**config.mk**
```make
export PLATFORM = sky130hd
export DESIGN_NAME = wb_uart_tx_flat
export DESIGN_NICKNAME = d
export VERILOG_FILES = /design/src/rtl/wb_uart_tx_pkg.sv /design/src/rtl/wb_uart_tx_if.sv /design/src/rtl/wb_uart_tx_sync_fifo.sv /design/src/rtl/wb_uart_tx.sv /design/src/flat_wrapper.sv
export SDC_FILE = /design/constraint.sdc
export NUM_CORES = 1
export LEC_CHECK = 0
export CORE_MARGIN = 2
export CORE_UTILIZATION = 40
export CTS_CLUSTER_DIAMETER = 150
export CTS_CLUSTER_SIZE = 16
export DETAILED_ROUTE_END_ITERATION = 12
export MAX_ROUTING_LAYER = met4
export PLACE_DENSITY = 0.62
export SYNTH_ARGS = -nofsm -noshare
export SYNTH_HDL_FRONTEND = slang
export SYNTH_SLANG_ARGS = --single-unit
```
**constraint.sdc**
```tcl
create_clock -name i_clk -period 4.7 [get_ports i_clk]
set_input_delay 0.94 -clock i_clk [delete_from_list [all_inputs] [get_ports i_clk]]
set_output_delay 0.94 -clock i_clk [all_outputs]
set_load 0.01 [all_outputs]
```
**src/rtl/wb_uart_tx_pkg.sv**
```systemverilog
`default_nettype none
// ============================================================================
// Module      : wb_uart_tx_pkg
// Description : Register indices, STATUS bit positions and serializer states
//               for the Wishbone UART transmitter.
// Revision    : 1.0 - initial release
// ============================================================================
package wb_uart_tx_pkg;

    // Word index = addr[3:2]; byte offset = index * 4
    localparam logic [1:0] c_REG_TXDATA = 2'd0;
    localparam logic [1:0] c_REG_STATUS = 2'd1;
    localparam logic [1:0] c_REG_DIV    = 2'd2;
    localparam logic [1:0] c_REG_RSVD   = 2'd3;

    localparam int c_STAT_FULL  = 0;
    localparam int c_STAT_EMPTY = 1;
    localparam int c_STAT_BUSY  = 2;

    localparam logic [1:0] c_ST_IDLE  = 2'd0;
    localparam logic [1:0] c_ST_START = 2'd1;
    localparam logic [1:0] c_ST_DATA  = 2'd2;
    localparam logic [1:0] c_ST_STOP  = 2'd3;

    typedef enum logic [1:0] {
        ST_IDLE  = c_ST_IDLE,
        ST_START = c_ST_START,
        ST_DATA  = c_ST_DATA,
        ST_STOP  = c_ST_STOP
    } tx_state_t;

    // Divisors below 2 are kept as written but run the line at 2 clocks/bit
    function automatic logic [15:0] eff_div(input logic [15:0] div);
        return (div < 16'd2) ? 16'd2 : div;
    endfunction

endpackage
`default_nettype wire

```
**src/rtl/wb_uart_tx_if.sv**
```systemverilog
`default_nettype none
// ============================================================================
// Module      : wb_uart_tx_if
// Description : Pipelined Wishbone request/response bundle for the UART TX.
// Revision    : 1.0 - initial release
// ============================================================================
interface wb_uart_tx_if;
    logic        i_wb_stb;
    logic [31:0] i_wb_addr;
    logic [31:0] i_wb_data;
    logic        i_wb_we;
    logic [2:0]  i_wb_sel;
    logic [31:0] o_wb_data;
    logic        o_wb_ack;
    logic        o_wb_stall;

    modport slave (
        input  i_wb_stb, i_wb_addr, i_wb_data, i_wb_we, i_wb_sel,
        output o_wb_data, o_wb_ack, o_wb_stall
    );

    modport master (
        output i_wb_stb, i_wb_addr, i_wb_data, i_wb_we, i_wb_sel,
        input  o_wb_data, o_wb_ack, o_wb_stall
    );
endinterface
`default_nettype wire

```
**src/rtl/wb_uart_tx_sync_fifo.sv**
```systemverilog
`default_nettype none
// ============================================================================
// Module      : wb_uart_tx_sync_fifo
// Description : Show-ahead synchronous FIFO with registered full/empty flags.
// Revision    : 1.0 - initial release
// ============================================================================
module wb_uart_tx_sync_fifo #(
    parameter int WIDTH = 8,
    parameter int DEPTH = 8     // power of 2, >= 2
) (
    input  wire logic             clk,
    input  wire logic             rst,
    input  wire logic             i_push,
    input  wire logic [WIDTH-1:0] i_data,
    input  wire logic             i_pop,
    output logic      [WIDTH-1:0] o_data,
    output logic                  o_full,
    output logic                  o_empty
);
    localparam int c_AW = $clog2(DEPTH);
    localparam int c_CW = c_AW + 1;

    logic [WIDTH-1:0] r_mem [DEPTH];
    logic [c_AW-1:0]  r_wr_ptr;
    logic [c_AW-1:0]  r_rd_ptr;
    logic [c_CW-1:0]  r_count;
    logic             r_full;
    logic             r_empty;
    logic [c_CW-1:0]  w_count_next;
    logic             w_do_push;
    logic             w_do_pop;

    assign w_do_push = i_push & ~r_full;
    assign w_do_pop  = i_pop & ~r_empty;

    always_comb begin
        w_count_next = r_count;
        if (w_do_push && !w_do_pop) begin
            w_count_next = r_count + c_CW'(1);
        end else if (w_do_pop && !w_do_push) begin
            w_count_next = r_count - c_CW'(1);
        end
    end

    always_ff @(posedge clk) begin
        if (rst) begin
            r_wr_ptr <= '0;
            r_rd_ptr <= '0;
            r_count  <= '0;
            r_full   <= 1'b0;
            r_empty  <= 1'b1;
        end else begin
            if (w_do_push) r_wr_ptr <= r_wr_ptr + c_AW'(1);
            if (w_do_pop)  r_rd_ptr <= r_rd_ptr + c_AW'(1);
            r_count <= w_count_next;
            r_full  <= (w_count_next == c_CW'(DEPTH));
            r_empty <= (w_count_next == '0);
        end
    end

    always_ff @(posedge clk) begin
        if (w_do_push) r_mem[r_wr_ptr] <= i_data;
    end

    assign o_data  = r_mem[r_rd_ptr];
    assign o_full  = r_full;
    assign o_empty = r_empty;
endmodule
`default_nettype wire

```
**src/rtl/wb_uart_tx.sv**
```systemverilog
`default_nettype none
// ============================================================================
// Module      : wb_uart_tx
// Description : Wishbone-mapped 8N1 UART transmitter with TX FIFO.
// Revision    : 1.0 - initial release
// ============================================================================
module wb_uart_tx
    import wb_uart_tx_pkg::*;
#(
    parameter int CLKS_PER_BIT = 16,
    parameter int FIFO_DEPTH   = 8
) (
    input  wire logic      i_clk,
    input  wire logic      i_reset,
    wb_uart_tx_if.slave    bus,
    output logic           o_tx,
    output logic           o_tx_idle
);
    logic [1:0]  w_reg_idx;
    logic        w_stall;
    logic        w_accept;
    logic        w_push;
    logic        w_pop;
    logic        w_fifo_full;
    logic        w_fifo_empty;
    logic [7:0]  w_fifo_rdata;
    logic        w_busy;
    logic [31:0] w_status;
    logic [31:0] w_rdata;
    logic        w_baud_done;
    logic        w_unused;

    logic        r_ack;
    logic [31:0] r_rdata;
    logic [15:0] r_div;
    tx_state_t   r_state;
    tx_state_t   w_state_next;
    logic [7:0]  r_shift;
    logic [2:0]  r_bit_cnt;
    logic [15:0] r_baud_cnt;
    logic [15:0] r_frame_div;

    assign w_reg_idx = bus.i_wb_addr[3:2];
    // Stall looks only at the registered full flag, never at a same-cycle pop
    assign w_stall   = bus.i_wb_stb & bus.i_wb_we & (w_reg_idx == c_REG_TXDATA) & w_fifo_full;
    assign w_accept  = bus.i_wb_stb & ~w_stall;
    assign w_push    = w_accept & bus.i_wb_we & (w_reg_idx == c_REG_TXDATA);
    assign w_unused  = &{1'b0, bus.i_wb_addr[31:4], bus.i_wb_addr[1:0],
                         bus.i_wb_data[31:16], bus.i_wb_sel};

    wb_uart_tx_sync_fifo #(
        .WIDTH (8),
        .DEPTH (FIFO_DEPTH)
    ) u_fifo (
        .clk     (i_clk),
        .rst     (i_reset),
        .i_push  (w_push),
        .i_data  (bus.i_wb_data[7:0]),
        .i_pop   (w_pop),
        .o_data  (w_fifo_rdata),
        .o_full  (w_fifo_full),
        .o_empty (w_fifo_empty)
    );

    assign w_busy = (r_state != ST_IDLE);

    always_comb begin
        w_status               = '0;
        w_status[c_STAT_FULL]  = w_fifo_full;
        w_status[c_STAT_EMPTY] = w_fifo_empty;
        w_status[c_STAT_BUSY]  = w_busy;
        case (w_reg_idx)
            c_REG_STATUS: w_rdata = w_status;
            c_REG_DIV:    w_rdata = {16'd0, r_div};
            default:      w_rdata = '0;
        endcase
    end

    always_ff @(posedge i_clk) begin
        if (i_reset) begin
            r_ack   <= 1'b0;
            r_rdata <= '0;
            r_div   <= 16'(CLKS_PER_BIT);
        end else begin
            r_ack   <= w_accept;
            r_rdata <= (w_accept && !bus.i_wb_we) ? w_rdata : '0;
            if (w_accept && bus.i_wb_we && (w_reg_idx == c_REG_DIV)) begin
                r_div <= bus.i_wb_data[15:0];
            end
        end
    end

    assign bus.o_wb_ack   = r_ack;
    assign bus.o_wb_data  = r_rdata;
    assign bus.o_wb_stall = w_stall;

    assign w_baud_done = (r_baud_cnt == r_frame_div - 16'd1);

    always_ff @(posedge i_clk) begin
        if (i_reset) r_state <= ST_IDLE;
        else         r_state <= w_state_next;
    end

    always_comb begin
        w_state_next = r_state;
        w_pop        = 1'b0;
        case (r_state)
            ST_IDLE: begin
                if (!w_fifo_empty) begin
                    w_pop        = 1'b1;
                    w_state_next = ST_START;
                end
            end
            ST_START: begin
                if (w_baud_done) w_state_next = ST_DATA;
            end
            ST_DATA: begin
                if (w_baud_done && (r_bit_cnt == 3'd7)) w_state_next = ST_STOP;
            end
            ST_STOP: begin
                // Chain straight into the next start bit when data is waiting
                if (w_baud_done) begin
                    if (!w_fifo_empty) begin
                        w_pop        = 1'b1;
                        w_state_next = ST_START;
                    end else begin
                        w_state_next = ST_IDLE;
                    end
                end
            end
            default: w_state_next = ST_IDLE;
        endcase
    end

    always_ff @(posedge i_clk) begin
        if (i_reset) begin
            r_shift     <= '0;
            r_bit_cnt   <= '0;
            r_baud_cnt  <= '0;
            r_frame_div <= 16'd2;
        end else if (w_pop) begin
            r_shift     <= w_fifo_rdata;
            r_bit_cnt   <= '0;
            r_baud_cnt  <= '0;
            r_frame_div <= eff_div(r_div);
        end else if (r_state != ST_IDLE) begin
            if (w_baud_done) begin
                r_baud_cnt <= '0;
                if (r_state == ST_DATA) begin
                    r_shift   <= {1'b0, r_shift[7:1]};
                    r_bit_cnt <= r_bit_cnt + 3'd1;
                end
            end else begin
                r_baud_cnt <= r_baud_cnt + 16'd1;
            end
        end
    end

    always_comb begin
        case (r_state)
            ST_START: o_tx = 1'b0;
            ST_DATA:  o_tx = r_shift[0];
            default:  o_tx = 1'b1;
        endcase
    end

    assign o_tx_idle = w_fifo_empty & ~w_busy;
endmodule
`default_nettype wire

```
**src/flat_wrapper.sv**
```systemverilog
// flat-port wrapper written by rule: the top's interface ports become plain ports
module wb_uart_tx_flat import wb_uart_tx_pkg::*;
#(
    parameter int CLKS_PER_BIT = 16,
    parameter int FIFO_DEPTH   = 8
)
  (i_clk, i_reset, o_tx, o_tx_idle, bus_i_wb_stb, bus_i_wb_addr, bus_i_wb_data, bus_i_wb_we, bus_i_wb_sel, bus_o_wb_data, bus_o_wb_ack, bus_o_wb_stall);
  wb_uart_tx_if bus_i ();
  input  wire logic i_clk;
  input  wire logic i_reset;
  output logic o_tx;
  output logic o_tx_idle;
  input wire logic [$bits(bus_i.i_wb_stb)-1:0] bus_i_wb_stb;
  input wire logic [$bits(bus_i.i_wb_addr)-1:0] bus_i_wb_addr;
  input wire logic [$bits(bus_i.i_wb_data)-1:0] bus_i_wb_data;
  input wire logic [$bits(bus_i.i_wb_we)-1:0] bus_i_wb_we;
  input wire logic [$bits(bus_i.i_wb_sel)-1:0] bus_i_wb_sel;
  output wire logic [$bits(bus_i.o_wb_data)-1:0] bus_o_wb_data;
  output wire logic [$bits(bus_i.o_wb_ack)-1:0] bus_o_wb_ack;
  output wire logic [$bits(bus_i.o_wb_stall)-1:0] bus_o_wb_stall;
  assign bus_i.i_wb_stb = bus_i_wb_stb;
  assign bus_i.i_wb_addr = bus_i_wb_addr;
  assign bus_i.i_wb_data = bus_i_wb_data;
  assign bus_i.i_wb_we = bus_i_wb_we;
  assign bus_i.i_wb_sel = bus_i_wb_sel;
  assign bus_o_wb_data = bus_i.o_wb_data;
  assign bus_o_wb_ack = bus_i.o_wb_ack;
  assign bus_o_wb_stall = bus_i.o_wb_stall;
  wb_uart_tx #(.CLKS_PER_BIT(CLKS_PER_BIT), .FIFO_DEPTH(FIFO_DEPTH)) u_core (.i_clk(i_clk), .i_reset(i_reset), .bus(bus_i), .o_tx(o_tx), .o_tx_idle(o_tx_idle));
endmodule
```
## Word-level counts from Yosys, hierarchy flattened

Memory sizes are Yosys's and may differ from the RTL's. A register that Yosys moved wholly into a read port is not among the register bits.
Index checks and enable logic that the tools add are counted.

| operators by class | value |
|---|---|
| $add $sub $neg | 7 |
| magnitude comparators | 1 |
| equality and inequality tests | 12 |
| muxes and demuxes | 23 |
| bitwise gates (word level) | 14 |
| reductions and logical operators | 21 |

Operator list:

| operator | count |
|---|---|
| $mux 16 | 2 |
| $mux 8 | 4 |
| $pmux 16 s2 | 1 |
| $add 16x1->16 const B | 1 |
| $eq 16x16->1 | 1 |
| $lt 16x2->1 const B | 1 |
| $sub 16x1->16 const B | 1 |
| $add 3x1->3 const B | 3 |
| $and 1x1->1 | 9 |
| $mux 2 | 4 |
| $mux 4 | 2 |
| $pmux 2 s4 | 1 |
| $reduce_bool 2->1 | 4 |
| $eq 2x2->1 const B | 3 |
| $logic_and 1x1->1 | 6 |
| $mux 3 | 2 |
| $ne 2x1->1 const B | 3 |
| $reduce_and 3->1 | 2 |
| $mux 1 | 5 |
| $not 1->1 | 5 |
| $add 4x1->4 const B | 1 |
| $eq 2x1->1 const B | 2 |
| $eq 4x4->1 const B | 1 |
| $logic_not 2->1 | 2 |
| other kinds (8) | 12 |

| storage, ports and cells | value |
|---|---|
| bits in registers | 106 |
| memory bits (writable) | 64 |
| bits of input ports | 71 |
| output and inout bits | 36 |
| word-level logic and storage cells | 92 |
| memories kept | 1 |

Memories:

| name | words | width | rd ports | clocked after memory_dff | wr ports | RTL line | RTL |
|---|---|---|---|---|---|---|---|
| u_core.u_fifo.r_mem | 8 | 8 | 1 | 1 | 1 | wb_uart_tx_sync_fifo.sv:23 | `logic [WIDTH-1:0] r_mem [DEPTH];` |

## Longest topological paths before layout

| depth | value |
|---|---|
| depth in word-level cells | 13 |
| mapped depth | 14 |
| depth with buffers taken out | 11 |

## By module

From an unflattened synthesis, not the netlist that was laid out.

| second synthesis, totals | value |
|---|---|
| cells, all modules | 583 |
| area, all modules | 6874.1 um^2 |

By module, submodules not included:

| module | times used | cells each | area each (um^2) |
|---|---|---|---|
| wb_uart_tx | 1 | 408 | 3701.0 |
| wb_uart_tx_sync_fifo | 1 | 175 | 3173.0 |

## Least setup slack after synthesis

Ideal clock, no wire load.

| timing | value |
|---|---|
| kind | register to register |
| from | register u_core.r_frame_div[2] |
| to | register u_core.r_frame_div[1] |
| setup time | 0.125 ns |
| data arrival time | 3.149 ns |
| required time | 4.575 ns |
| slack | 1.426 ns |
| stages on the path, launching flop included | 13 |
| path through | dfxtp_1 buf_6 nor4_4 and3_1 o2111ai_1 or4_1 or4_1 buf_2 o21a_1 buf_6 a311oi_4 buf_6 a22oi_1 |

| on the way | value |
|---|---|
| longest elaborated chain between the ends | 4 |

Ends and longest elaborated chain:

| what | RTL line | RTL |
|---|---|---|
| start, declared | wb_uart_tx.sv:41 | `logic [15:0] r_frame_div;` |
| start signal, assigned | wb_uart_tx.sv:145 | `r_frame_div <= eff_div(r_div);` |
| $sub 16x1->16 | wb_uart_tx.sv:97 | `assign w_baud_done = (r_baud_cnt == r_frame_div - 16'd1);` |
| $eq 16x16->1 | wb_uart_tx.sv:97 |  |
| $mux 1 | wb_uart_tx.sv:122 | `if (w_baud_done) begin` |
| $pmux 1 s2 | wb_uart_tx.sv:107 | `case (r_state)` |

Every way passes these cells.
A chain may end at the register's enable or synchronous reset.

## Worst setup path after layout

| timing | value |
|---|---|
| from | register u_core.r_frame_div[2] |
| to | register u_core.r_baud_cnt[12] |

| on the way | value |
|---|---|
| longest elaborated chain between the ends | 5 |

Ends and longest elaborated chain:

| what | RTL line | RTL |
|---|---|---|
| $sub 16x1->16 (*) | wb_uart_tx.sv:97 |  |
| $eq 16x16->1 (*) | wb_uart_tx.sv:97 |  |
| $mux 1 | wb_uart_tx.sv:122 |  |
| $pmux 1 s2 | wb_uart_tx.sv:107 |  |
| $reduce_or 2->1 (no source line) | n/a |  |
| end signal, assigned | wb_uart_tx.sv:154 | `r_baud_cnt <= r_baud_cnt + 16'd1;` |
| end, declared | wb_uart_tx.sv:40 | `logic [15:0] r_baud_cnt;` |

Mark *: on every way between the ends. The rest lies on a longest branch, timed or not.

==> run summary <==
Final setup viols - 0
Switching share of power - 28.8%
Clock sinks - 157
Delay-heaviest family, CP - simple AND/OR/NAND/NOR gates
Clock slew at reported path FFs - 0.06 ns
Pwr dens - 472 mW/mm^2
Starting density of the core - 40.5%
Clk_lat worst skew - 0.43 ns
# hold bufs at CTS - 0
CP arrival - 4.12 ns
Global-route wire length before repair - 21700 um
Final Hold Viols - 0
Synthesized area - 0.00693 mm^2
Post-Syn Instances - 595
Clock Skew - 0.0174 ns
Seq/Total Area, Yosys - 54.6%
Crit path launch type - register
MaxCap Viol Count - 0
CTS Buf Count - 17
Clock share of power - 36.3%
DR WL/cell - 15.7 um
Share of layout cells above drive strength 1 - 9.89%
Top cells by area, synth - edfxtp_1 28%, dfxtp_1 27%, mux4_2 5.2%, mux2i_1 4.9%, nor2_1 3.9%
Worst rel slew slack - 21.8%
H-tree depth - 4
Synth warn - 0
Initial DRT Pass Iterations - 5
Max clock buf depth - 2
CP peak stage delay - 0.71 ns
Net Switching - 1.10 mW
CP Data Required Time - 5.06 ns
Cell area after layout - 0.00809 mm^2
Share of the synthesized area in the top cell type - 27.7%
Cell breakdown of the critical path - or4_1, nor4_2, xor2_1, o31a_1, a21o_1, o21ai_2, buf_4, nor2_1, o21ai_2, nor2_1
Fill count - 1515
Final setup TNS - 0 ns
Multi-input logic area - 0.00289 mm^2
Most used flip-flop cell after synthesis - dfxtp_1
Largest net degree at the start of global routing - 33
RSZ-0062 raised after global routing - false
Residual DRC count - 0
Area after DPL - 0.00749 mm^2
Cells on worst reg2reg path - 10
Synth Area per Inst - 11.6 um^2
Final core utilization - 47.3%
Critical-path top delay cell - nor2_1
Slack of the critical path - 0.935 ns
Minimum clock period - 3.77 ns
P_int - 2.72 mW
Setup WS pre-CTS - 0.907 ns
Routed Antenna Nets - 0
Final period utilization - 80.1%
Final Power - 3.82 mW
Worst slew pin tran - 1.17 ns
Number of flops mapped to enable cells by yosys - 64
Post-placement cell count - 840
NumNets Final - 721
Sequential share of power - 42.1%
CTS tree - built
Comb power frac - 21.6%
Fmax - 0.266 GHz
Synth-to-layout area growth - 16.7%
Global route overflow - 0
Post_cts resized - 0
Initial antenna violation count - 0
Number of vias per cell - 5.10
Root Driver - clkbuf_16
Fin cells - 872
Ant diodes - 0
DIE HEIGHT - 136 um
Worst vdd ir - 300 uV
Status - finished, final reports clean
Die ar. - 0.0184 mm^2
First-iteration detailed-routing DRC count - 295
GRT Total Usage - 16.0%
Post-synth top area cell - edfxtp_1
Core box area - 0.0171 mm^2
Vias in the first global route - 4259
LEAKAGE - 3.08 nW
Yosys reg bits - 157
DP HPWL - 9830 um
DR vias - 4446
Register Area - 0.00378 mm^2
IO Pins - 107
Depth of the worst hold-timing path - 2
CP Max Fanout - 15
WS Path Type - register to register
Die width - 136 um
Total setup buffers inserted after CTS - 0
Levels on crit path - 10
Yosys cell types - 58
WP buf/inv - 1
Row Count - 48
Worst hold path type - register to register
Worst Setup End Kind - register
Slew Limit Fails - 0
IO Port Bufs - 41
Fin Hold WS - 0.499 ns
GPL Wtd Cong - 0.849
Asr flop ratio synth - 0%
Routed WL - 13700 um
[per-layer routing]
metal / vias up / GRT usage, % / wire (um)
li1: 2195 / - / -
met5: - / - / 0
met3: 22 / 4.34 / 662
met2: 92 / 24.9 / 6410
met1: 2137 / 20.3 / 6380
met4: 0 / 5.27 / 243
[logic make-up after synthesis]
family | count (synthesis) | synth area share, %
adder cells (fa/ha/maj) | 16 | 2.89
flip-flops | 157 | 54.6
AND/OR/NAND/NOR | 196 | 14.4
multiplexers | 50 | 10.1
other | 1 | 0.0541
buffers and inverters | 61 | 4.57
AO/OA/AOI/OAI | 69 | 7.73
XOR/XNOR | 45 | 5.69
[sequential cells by signal (all words and copies together), names as in the netlist, named ones only]
register and cells:
u_core.u_fifo.o_empty 1, u_core.u_fifo.r_wr_ptr 3, u_core.r_baud_cnt 16, u_core.r_div 16, u_core.u_fifo.r_count 4, u_core.r_shift 8, u_core.u_fifo.o_full 1, u_core.u_fifo.r_mem 64
u_core.r_bit_cnt 3, u_core.bus.o_wb_ack 1, u_core.bus.o_wb_data 16, u_core.r_state 2, u_core.r_frame_div 16, u_core.u_fifo.r_rd_ptr 3
[path summary, 6_finish.rpt]
path	startpoint	end	slack, ns
max	u_core.r_frame_div[2]	u_core.r_baud_cnt[12]	0.93
min	u_core.u_fifo.r_wr_ptr[0]	u_core.u_fifo.r_wr_ptr[0]	0.50
max reg2reg	u_core.r_frame_div[2]	u_core.r_baud_cnt[12]	0.93
min reg2reg	u_core.u_fifo.r_wr_ptr[0]	u_core.u_fifo.r_wr_ptr[0]	0.50
[power groups by stage]
stage | Sequential [mW] | Clock (mW) | Combinational (mW)
2_1_floorplan | 1.59 | 0 | 0.681
3_3_place_gp | 1.64 | 0 | 0.806
3_5_place_dp | 1.64 | 0 | 0.826
4_1_cts | 1.61 | 1.42 | 0.830
5_1_grt | 1.63 | 1.47 | 0.912
6_report | 1.61 | 1.38 | 0.825
[layout by cell type (no fill, tap or decap), types with 17 or more instances in the layout]
cell type	instances
clkdlybuf4s50_1	41
xor2_1	24
mux2i_1	34
nand2_1	28
inv_1	17
dfxtp_1	93
nor2_1	72
xnor2_1	21
edfxtp_1	64
clkbuf_16	17
[cells in the mapped netlist, drive strengths merged, types with 2 or more instances]
master,instances
edfxtp,64
or2,2
inv,17
mux4,16
nor4b,2
a22o,12
ha,16
or3,4
nand3,13
nand4,7
nand3b,2
o31a,2
xnor2,21
nand2b,4
xor2,24
a31oi,3
and4,2
o21ai,10
a22oi,4
or3b,2
nor3,10
a311oi,2
or4,6
a21o,2
nor2b,12
and3,6
a21oi,7
clkbuf,20
nor4,7
buf,24
a211oi,16
and2,16
nor2,72
mux2i,34
nand2,28
dfxtp,93
[final cells by class]
| cell class | instances | share of cell area [%] |
|---|---|---|
| Sequential cell | 157 | 46.8 |
| Multi-Input combinational cell | 392 | 35.7 |
| Timing Repair Buffer | 49 | 5.82 |
| Clock buffer | 19 | 5.35 |
| Tap cell | 225 | 3.48 |
| Clock inverter | 13 | 2.04 |
| Inverter | 17 | 0.789 |
[worst register-to-register path: cells and delay by family, from the launching register on]
family / cells / cell delay (ns)
and+or+nand+nor: 4 / 1.99
AOI/OAI and AO/OA: 4 / 0.96
DFF: 1 / 0.39
xor gates and xnor gates: 1 / 0.18
buffers and inverters: 1 / 0.18
Power figures use the tool's default switching activity.
